<file path="src/rtl/bcd_timer.sv">
// bcd_timer: chained two-digit BCD up/down timer with run/pause/done control.
// Pair 0 is least significant; the top pair counts 0..TOP_MAX.
module bcd_timer #(
  parameter int NUM_PAIRS = 3,
  parameter int TOP_MAX   = 99,
  parameter int LED_WIDTH = 6
) (
  input  logic                   clk,
  input  logic                   rst,
  input  logic                   tick,
  input  logic                   load,
  input  logic                   mode,
  input  logic                   start,
  input  logic                   pause,
  input  logic [8*NUM_PAIRS-1:0] init_value,
  output logic [8*NUM_PAIRS-1:0] digits,
  output logic                   running,
  output logic                   expired,
  output logic                   expire_pulse,
  output logic [LED_WIDTH-1:0]   led
);

  localparam int W = 8 * NUM_PAIRS;
  localparam logic [7:0] TOP_BIN = 8'(TOP_MAX);
  localparam logic [3:0] TOP_T = 4'(TOP_MAX / 10);
  localparam logic [3:0] TOP_U = 4'(TOP_MAX % 10);

  localparam logic [1:0] IDLE  = 2'd0;
  localparam logic [1:0] RUN   = 2'd1;
  localparam logic [1:0] PAUSE = 2'd2;
  localparam logic [1:0] DONE  = 2'd3;

  logic [1:0]   state;
  logic [W-1:0] count;
  logic [W-1:0] target;
  logic         mode_q;
  logic [W-1:0] clamped;
  logic [W-1:0] stepped;

  function automatic logic [W-1:0] clamp_bcd(
    input logic [W-1:0] v
  );
    logic [W-1:0] r;
    logic [3:0]   t;
    logic [3:0]   u;
    logic [7:0]   val;
    r = '0;
    for (int k = 0; k < NUM_PAIRS; k++) begin
      t = v[8*k+4 +: 4];
      u = v[8*k +: 4];
      if (u > 4'd9) u = 4'd9;
      if (k == NUM_PAIRS - 1) begin
        val = 8'(t) * 8'd10 + 8'(u);
        if (val > TOP_BIN) begin
          t = TOP_T;
          u = TOP_U;
        end
      end else if (t > 4'd5) begin
        t = 4'd5;
      end
      r[8*k +: 8] = {t, u};
    end
    return r;
  endfunction

  function automatic logic [W-1:0] dec_bcd(
    input logic [W-1:0] v
  );
    logic [W-1:0] r;
    logic [3:0]   t;
    logic [3:0]   u;
    logic         b;
    r = v;
    b = 1'b1;
    for (int k = 0; k < NUM_PAIRS; k++) begin
      t = v[8*k+4 +: 4];
      u = v[8*k +: 4];
      if (b) begin
        if (u != 4'd0) begin
          u = u - 4'd1;
          b = 1'b0;
        end else begin
          u = 4'd9;
          if (t != 4'd0) begin
            t = t - 4'd1;
            b = 1'b0;
          end else begin
            t = (k == NUM_PAIRS - 1) ? 4'd9 : 4'd5;
          end
        end
      end
      r[8*k +: 8] = {t, u};
    end
    return r;
  endfunction

  function automatic logic [W-1:0] inc_bcd(
    input logic [W-1:0] v
  );
    logic [W-1:0] r;
    logic [3:0]   t;
    logic [3:0]   u;
    logic         c;
    r = v;
    c = 1'b1;
    for (int k = 0; k < NUM_PAIRS; k++) begin
      t = v[8*k+4 +: 4];
      u = v[8*k +: 4];
      if (c) begin
        if (u != 4'd9) begin
          u = u + 4'd1;
          c = 1'b0;
        end else begin
          u = 4'd0;
          if (k == NUM_PAIRS - 1) begin
            t = t + 4'd1;
            c = 1'b0;
          end else if (t != 4'd5) begin
            t = t + 4'd1;
            c = 1'b0;
          end else begin
            t = 4'd0;
          end
        end
      end
      r[8*k +: 8] = {t, u};
    end
    return r;
  endfunction

  // Preset clamping and the next count for one step in the latched direction
  always_comb begin
    clamped = clamp_bcd(init_value);
    stepped = mode_q ? inc_bcd(count) : dec_bcd(count);
  end

  // Control FSM, count/target registers, expiry strobe and led flasher
  always_ff @(posedge clk or posedge rst) begin
    if (rst) begin
      state        <= IDLE;
      count        <= '0;
      target       <= '0;
      mode_q       <= 1'b0;
      expire_pulse <= 1'b0;
      led          <= '0;
    end else begin
      expire_pulse <= 1'b0;
      if (load) begin
        mode_q <= mode;
        if (mode) begin
          count  <= '0;
          target <= clamped;
        end else begin
          count  <= clamped;
          target <= '0;
        end
        state <= IDLE;
        led   <= '0;
      end else if (start) begin
        if ((state == IDLE || state == PAUSE)
            && count != target)
          state <= RUN;
      end else if (pause) begin
        if (state == RUN) state <= PAUSE;
      end else if (tick) begin
        if (state == RUN && count != target) begin
          count <= stepped;
          if (stepped == target) begin
            state        <= DONE;
            expire_pulse <= 1'b1;
            led          <= '1;
          end
        end else if (state == DONE) begin
          led <= ~led;
        end
      end
    end
  end

  assign digits  = count;
  assign running = (state == RUN);
  assign expired = (state == DONE);

endmodule

</file>
<file path="config.mk">
export PLATFORM = sky130hd
export DESIGN_NAME = bcd_timer
export DESIGN_NICKNAME = d
export VERILOG_FILES = /design/src/rtl/bcd_timer.sv
export SDC_FILE = /design/constraint.sdc
export NUM_CORES = 1
export LEC_CHECK = 0
export CORE_ASPECT_RATIO = 0.9
export CORE_MARGIN = 5
export CORE_UTILIZATION = 40
export CTS_CLUSTER_DIAMETER = 120
export CTS_CLUSTER_SIZE = 20
export DETAILED_ROUTE_END_ITERATION = 12
export PLACE_DENSITY = 0.61
export SYNTH_ARGS = -nofsm -noshare
export SYNTH_HDL_FRONTEND = slang
export SYNTH_SLANG_ARGS = --single-unit
</file>
<file path="constraint.sdc">
create_clock -name clk -period 6.9 [get_ports clk]
set_input_delay 1.38 -clock clk [delete_from_list [all_inputs] [get_ports clk]]
set_output_delay 1.38 -clock clk [all_outputs]
set_load 0.01 [all_outputs]
</file>
Word level (Yosys, flattened, before mapping) --
Index checks and enable logic that the tools add are counted.
Word-level totals: bits in registers 58, bits in latches 0, RAM bits 0, ROM bits 0, input bits 31, output and inout bits 33, logic and storage cells 132, memories kept 0
Operators by class: $add $sub $neg 13, multipliers 1, div/mod/pow operators 0, $lt $le $gt $ge 6, equality and inequality tests 15, shifts and indexed selects 0, muxes and demuxes 71, bitwise logic cells 1, reduce and logical (&&, ||, !) cells 19
Operators by type and width (number):
- 2-to-1 mux 24 bit | 8
- 2-to-1 mux 4 bit | 32
- 2-to-1 mux 6 bit | 7
- nonzero test 4 bit | 9
- adder 4 x 1 -> 4 bit (second input constant) | 6
- == test 24 bit | 1
- != test 24 bit | 1
- subtractor 4 x 1 -> 4 bit (second input constant) | 6
- 2-to-1 mux 1 bit | 16
- 2-to-1 mux 2 bit | 8
- greater-than comparator 4 bit (second input constant) | 3
- != test 4 x 3 -> 1 bit (second input constant) | 3
- != test 4 bit (second input constant) | 3
- AND reduction 5 bit | 2
- adder 8 x 4 -> 8 bit | 1
- greater-than comparator 4 x 3 -> 1 bit (second input constant) | 2
- greater-than comparator 8 x 7 -> 1 bit (second input constant) | 1
- multiplier 4 x 3 -> 7 bit (second input constant) | 1
- != test 3 x 2 -> 1 bit (second input constant) | 2
- NOT 6 bit | 1
- == test 2 bit (second input constant) | 2
- != test 2 bit (second input constant) | 2
- AND reduction 4 bit | 1
- nonzero test 2 bit | 2
- other kinds (5) | 6

Longest topological paths before layout --
depth in word-level cells 13, depth in mapped cells 13, depth with buffers taken out 12

Worst setup path before layout --
No wires, ideal clock.
path type input port to flip-flop, from input init_value[21], to register count[17] (netlist: digits[17]), data arrival time 3.880 ns, required time 6.820 ns, path slack 2.940 ns, stages on the path 13, buffers on the path 1, cells stage by stage ha_1 ha_1 inv_1 fa_1 nor2b_1 a22oi_1 o21ai_0 a22oi_1 a221oi_1 a41oi_1 clkbuf_1 nor4b_1 a2bb2oi_1
Between the ends: word-level cells in the longest chain between the ends 6
Ends and longest elaborated chain:
- start: declaration | line 15 | input logic [8*NUM_PAIRS-1:0] init_value,
- multiplier 4 x 3 -> 7 bit | line 53 | val = 8'(t) * 8'd10 + 8'(u);
- adder 8 x 4 -> 8 bit | line 53
- greater-than comparator 8 x 7 -> 1 bit | line 54 | if (val > TOP_BIN) begin
- 2-to-1 mux 4 bit | line 54
- 2-to-1 mux 24 bit | line 150 | if (mode) begin
- 2-to-1 mux 24 bit | line 148 | if (load) begin
- end signal: assignment | line 154 | count <= clamped;
- end signal: assignment | line 167 | count <= stepped;
- end: declaration | line 34 | logic [W-1:0] count;
No other way between the ends. A chain may end at the register's enable or synchronous reset.

Worst setup path after layout --
Same ends and word-level chain as after synthesis.

==> key figures <==
Layout
  – Fill count: 1261
  – Multi-input gate area: 3392 sq um
  – Proportion of layout cells with a drive suffix above 1: 7.485%
  – Total number of nets in the final design: 721
  – N_diodes: 0
  – Area of all sequential standard cells: 1451 sq um
  – Area growth from synthesis to final layout: 18.77%

Worst setup path
  – Worst endpoint required time: 7.16 ns
  – Critical-path maximum fanout: 11
  – Worst reg-to-reg setup slack: 3.02 ns
  – Critical Path AT: 4.86 ns
  – Kind of cell with the highest combined delay on the critical path: compound AO/OA/AOI/OAI gates
  – Worst stage delay on the critical path: 0.49 ns
  – Number of buffers and inverters on the critical path: 2
  – Stages on worst setup path: 13
  – Kind of start point of the critical path: primary input
  – Critical Path, Cell by Cell: clkdlybuf4s50_1, ha_1, ha_1, inv_1, fa_1, nor2b_1, a22oi_1, o21ai_0, a22oi_1, a221oi_1, a41oi_1, nor4b_1, a2bb2oi_1
  – R2r worst-path depth: 9
  – Critical path class: primary input to register
  – Slowest cell on the critical path: sky130_fd_sc_hd__nor4b_1
  – Setup crit end kind: register

Floorplan
  – Number of primary I/O pins: 64
  – Die W: 130.3 um
  – Number of standard-cell rows in the floorplan: 39
  – Std-Cell Core Area: 12740 sq um
  – Height of the die: 118.2 um
  – Effective utilization at floorplan: 40.88%
  – Die area: 15400 sq um

CTS
  – Clock tree from TritonCTS: done
  – Post-CTS setup buffers: 0
  – Maximum clock insertion buffer count: 2
  – Clock latency of the later-clocked register in the worst-skew pair: 0.35 ns
  – Clk sink count: 58
  – Count of hold-fix buffers inserted at cts: 0
  – Number of clock buffers inserted by TritonCTS: 9
  – Number of gates resized after CTS: 0
  – H-tree Lvls: 3
  – Clock transition time at the flip-flop clock pins of the worst setup and hold paths: 0.05 ns
  – Cell at the root of the clock tree: sky130_fd_sc_hd__clkbuf_16

Yosys
  – Synth Warn #: 0
  – XOR/XNOR share of the synthesized area: 5.888%
  – Share of synthesized registers carrying an async set or reset: 100.0%
  – Register area share after synthesis: 27.88%
  – Library cell with the highest instance count after synthesis: sky130_fd_sc_hd__dfrtp_1
  – Synth Area in Simple Gates: 27.16%
  – Leading post-synthesis cells by instance count: sky130_fd_sc_hd__dfrtp_1, sky130_fd_sc_hd__inv_1, sky130_fd_sc_hd__o21ai_0
  – Library cells used by synthesis: 86
  – Main combinational cell family by area after synthesis: simple AND/OR/NAND/NOR gates
  – Number of flops mapped to enable cells by yosys: 0
  – Cell count after synthesis: 626
  – Syn_nets: 683
  – Most instantiated flip-flop cell in the synthesis netlist: sky130_fd_sc_hd__dfrtp_1
  – Proportion of netlist area held by the largest area contributor: 27.88%
  – Share of synthesized area spent on multiplexers: 1.610%
  – Cell Area, Synth: 5206 sq um
  – Area contributors post-synth: sky130_fd_sc_hd__dfrtp_1, sky130_fd_sc_hd__ha_1, sky130_fd_sc_hd__o21ai_0
  – Compound-Gate Fraction of Synth Area: 23.84%
  – Cell type contributing the most total cell area after synthesis: sky130_fd_sc_hd__dfrtp_1
  – Flop and latch count out of synthesis: 58
  – Adder-Cell Fraction of Synth Area: 6.537%
  – Synthesized area divided by synthesized cell count: 8.317 sq um

Global routing
  – Number of global-route vias before repair: 4806
  – GRT Util Overall: 22.27%
  – Maximum number of pins on one net before global-route repair: 59
  – Number of antenna violations at the first check in global routing: 0
  – Grt ovf: 0
  – Global-route wire length before repair: 26.76 mm

Timing
  – Fin Clk Skew: 0.01027 ns
  – Min Clock Period, post-route: 4.600 ns
  – Period Utilization, post-route: 66.66%
  – Worst slew margin: 28.33%
  – Final-report hold violation count: 0
  – Worst-case hold slack: 0.5720 ns
  – Transition at the pin with the smallest max-transition slack: 1.075 ns
  – Setup TNS: 0 ns
  – Final max-slew violation count: 0
  – Unrepaired setup endpoints after global routing: no
  – Max Clk Rate: 0.2174 GHz
  – Final setup viols: 0

Placed design
  – DP HPWL: 12.14 mm
  – Number of port buffers: 63
  – Routability Congestion: 0.9325

Power and ir drop
  – Design Power: 1.278 mW
  – Combinational Power Share: 31.2%
  – Part of the power in the clock network: 35.3%
  – Peak supply drop: 0.1110 mV
  – Net switching power figure: 0.4489 mW
  – Power density cells: 206.7 nW/um^2
  – Sequential fraction of design power: 33.5%
  – Power Internal: 0.8290 mW
  – Switching Share: 35.13%
  – Cell leakage power: 2.420 nW

Hold path
  – Hold Path Cell Cnt: 2
  – Tightest Hold Check Type: register to register

Flow run
  – MaxCap Viol Count: 0

Detailed routing
  – Routed Antenna Nets: 0
  – Via density per instance: 6.114
  – Final routed wirelength across all metal layers: 16.94 mm
  – DR pass1 iterations: 5
  – Drt drc: 0
  – Total via count in the routed design: 5087
  – Drt wl/cell: 20.36 um
  – Number of DRC violations after detailed-routing iteration 0: 496

Outcome
  – Status: completed
-- layer usage --
layer	wire length [um]	share of wire (%)	vias to the layer above	GRT usage, %
met4	379	2.2	0	7.273
met5	0	0	-	0
li1	-	-	2399	-
met2	7442	44	177	32.34
met3	1136	6.7	29	5.413
met1	7981	47	2482	32.36
-- cells by family (layout without fill, tap and decap cells) --
family,Yosys count,after routing
XOR/XNOR,35,35
buffers and inverters,91,133
multiplexers,8,8
AND/OR/NAND/NOR,237,237
AO/OA/AOI/OAI,171,171
flip-flops,58,58
adder cells (fa/ha/maj),26,26
-- power by group through the flow --
stage / Combinational, mW / Clock [mW] / Sequential (mW)
after global routing: 0.434 / 0.468 / 0.434
final: 0.399 / 0.451 / 0.428
after CTS: 0.395 / 0.455 / 0.426
after floorplan: 0.281 / 0 / 0.407
after detailed placement: 0.392 / 0 / 0.432
after global placement: 0.387 / 0 / 0.430
-- state kept, by name (all words and copies together), names as in the netlist --
signal,cells
digits,24
expire_pulse,1
led,6
mode_q,1
state,2
target,24
-- stage by stage --
| step | util [%] | setup slack (ns) | std cells | instance area (sq um) |
|---|---|---|---|---|
| after floorplan | - | 2.940 | 626 | 5206 |
| after global placement | 46.29 | 2.106 | 817 | 5896 |
| after detailed placement | 46.29 | 1.945 | 817 | 5896 |
| after CTS | 48.55 | 2.319 | 832 | 6183 |
| after global routing | 48.55 | 2.011 | 832 | 6183 |
| final | 48.55 | 2.300 | 832 | 6183 |
-- cell type report --
type                            count  area share, %
Multi-Input combinational cell    477          54.86
Sequential cell                    58          23.47
Timing Repair Buffer               67          10.60
Clock buffer                       13          4.047
Tap cell                          164          3.318
Inverter                           51          3.096
Clock inverter                      2         0.6070
-- cell usage in the layout, fill, tap and decap left out, drive strengths merged, types with 12 or more instances in the layout --
cell            n
o21ai          43
inv            51
nor3           15
clkdlybuf4s50  62
nand3          30
nor2b          16
nand2          40
o22ai          15
nand4          15
ha             24
clkbuf         13
xor2           13
xnor2          22
o221ai         12
dfrtp          58
nor2           37
-- worst register-to-register path, delay by kind of cell, from the launching register on --
| kind | cells | cell delay, ns |
|---|---|---|
| adders and majority gates | 1 | 0.39 |
| AOI/OAI and AO/OA | 2 | 0.95 |
| and+or+nand+nor | 6 | 1.86 |
| DFF | 1 | 0.57 |
-- path summary, 6_finish.rpt --
path                                 from         end
setup / recovery           init_value[21]  digits[17]
setup reg to reg                digits[0]      led[2]
hold reg to reg                target[20]  target[20]
hold / removal                 target[20]  target[20]
min in group asynchronous             rst   digits[2]
max in group asynchronous             rst  target[14]
No activity file was read; power rests on OpenSTA's default activity.
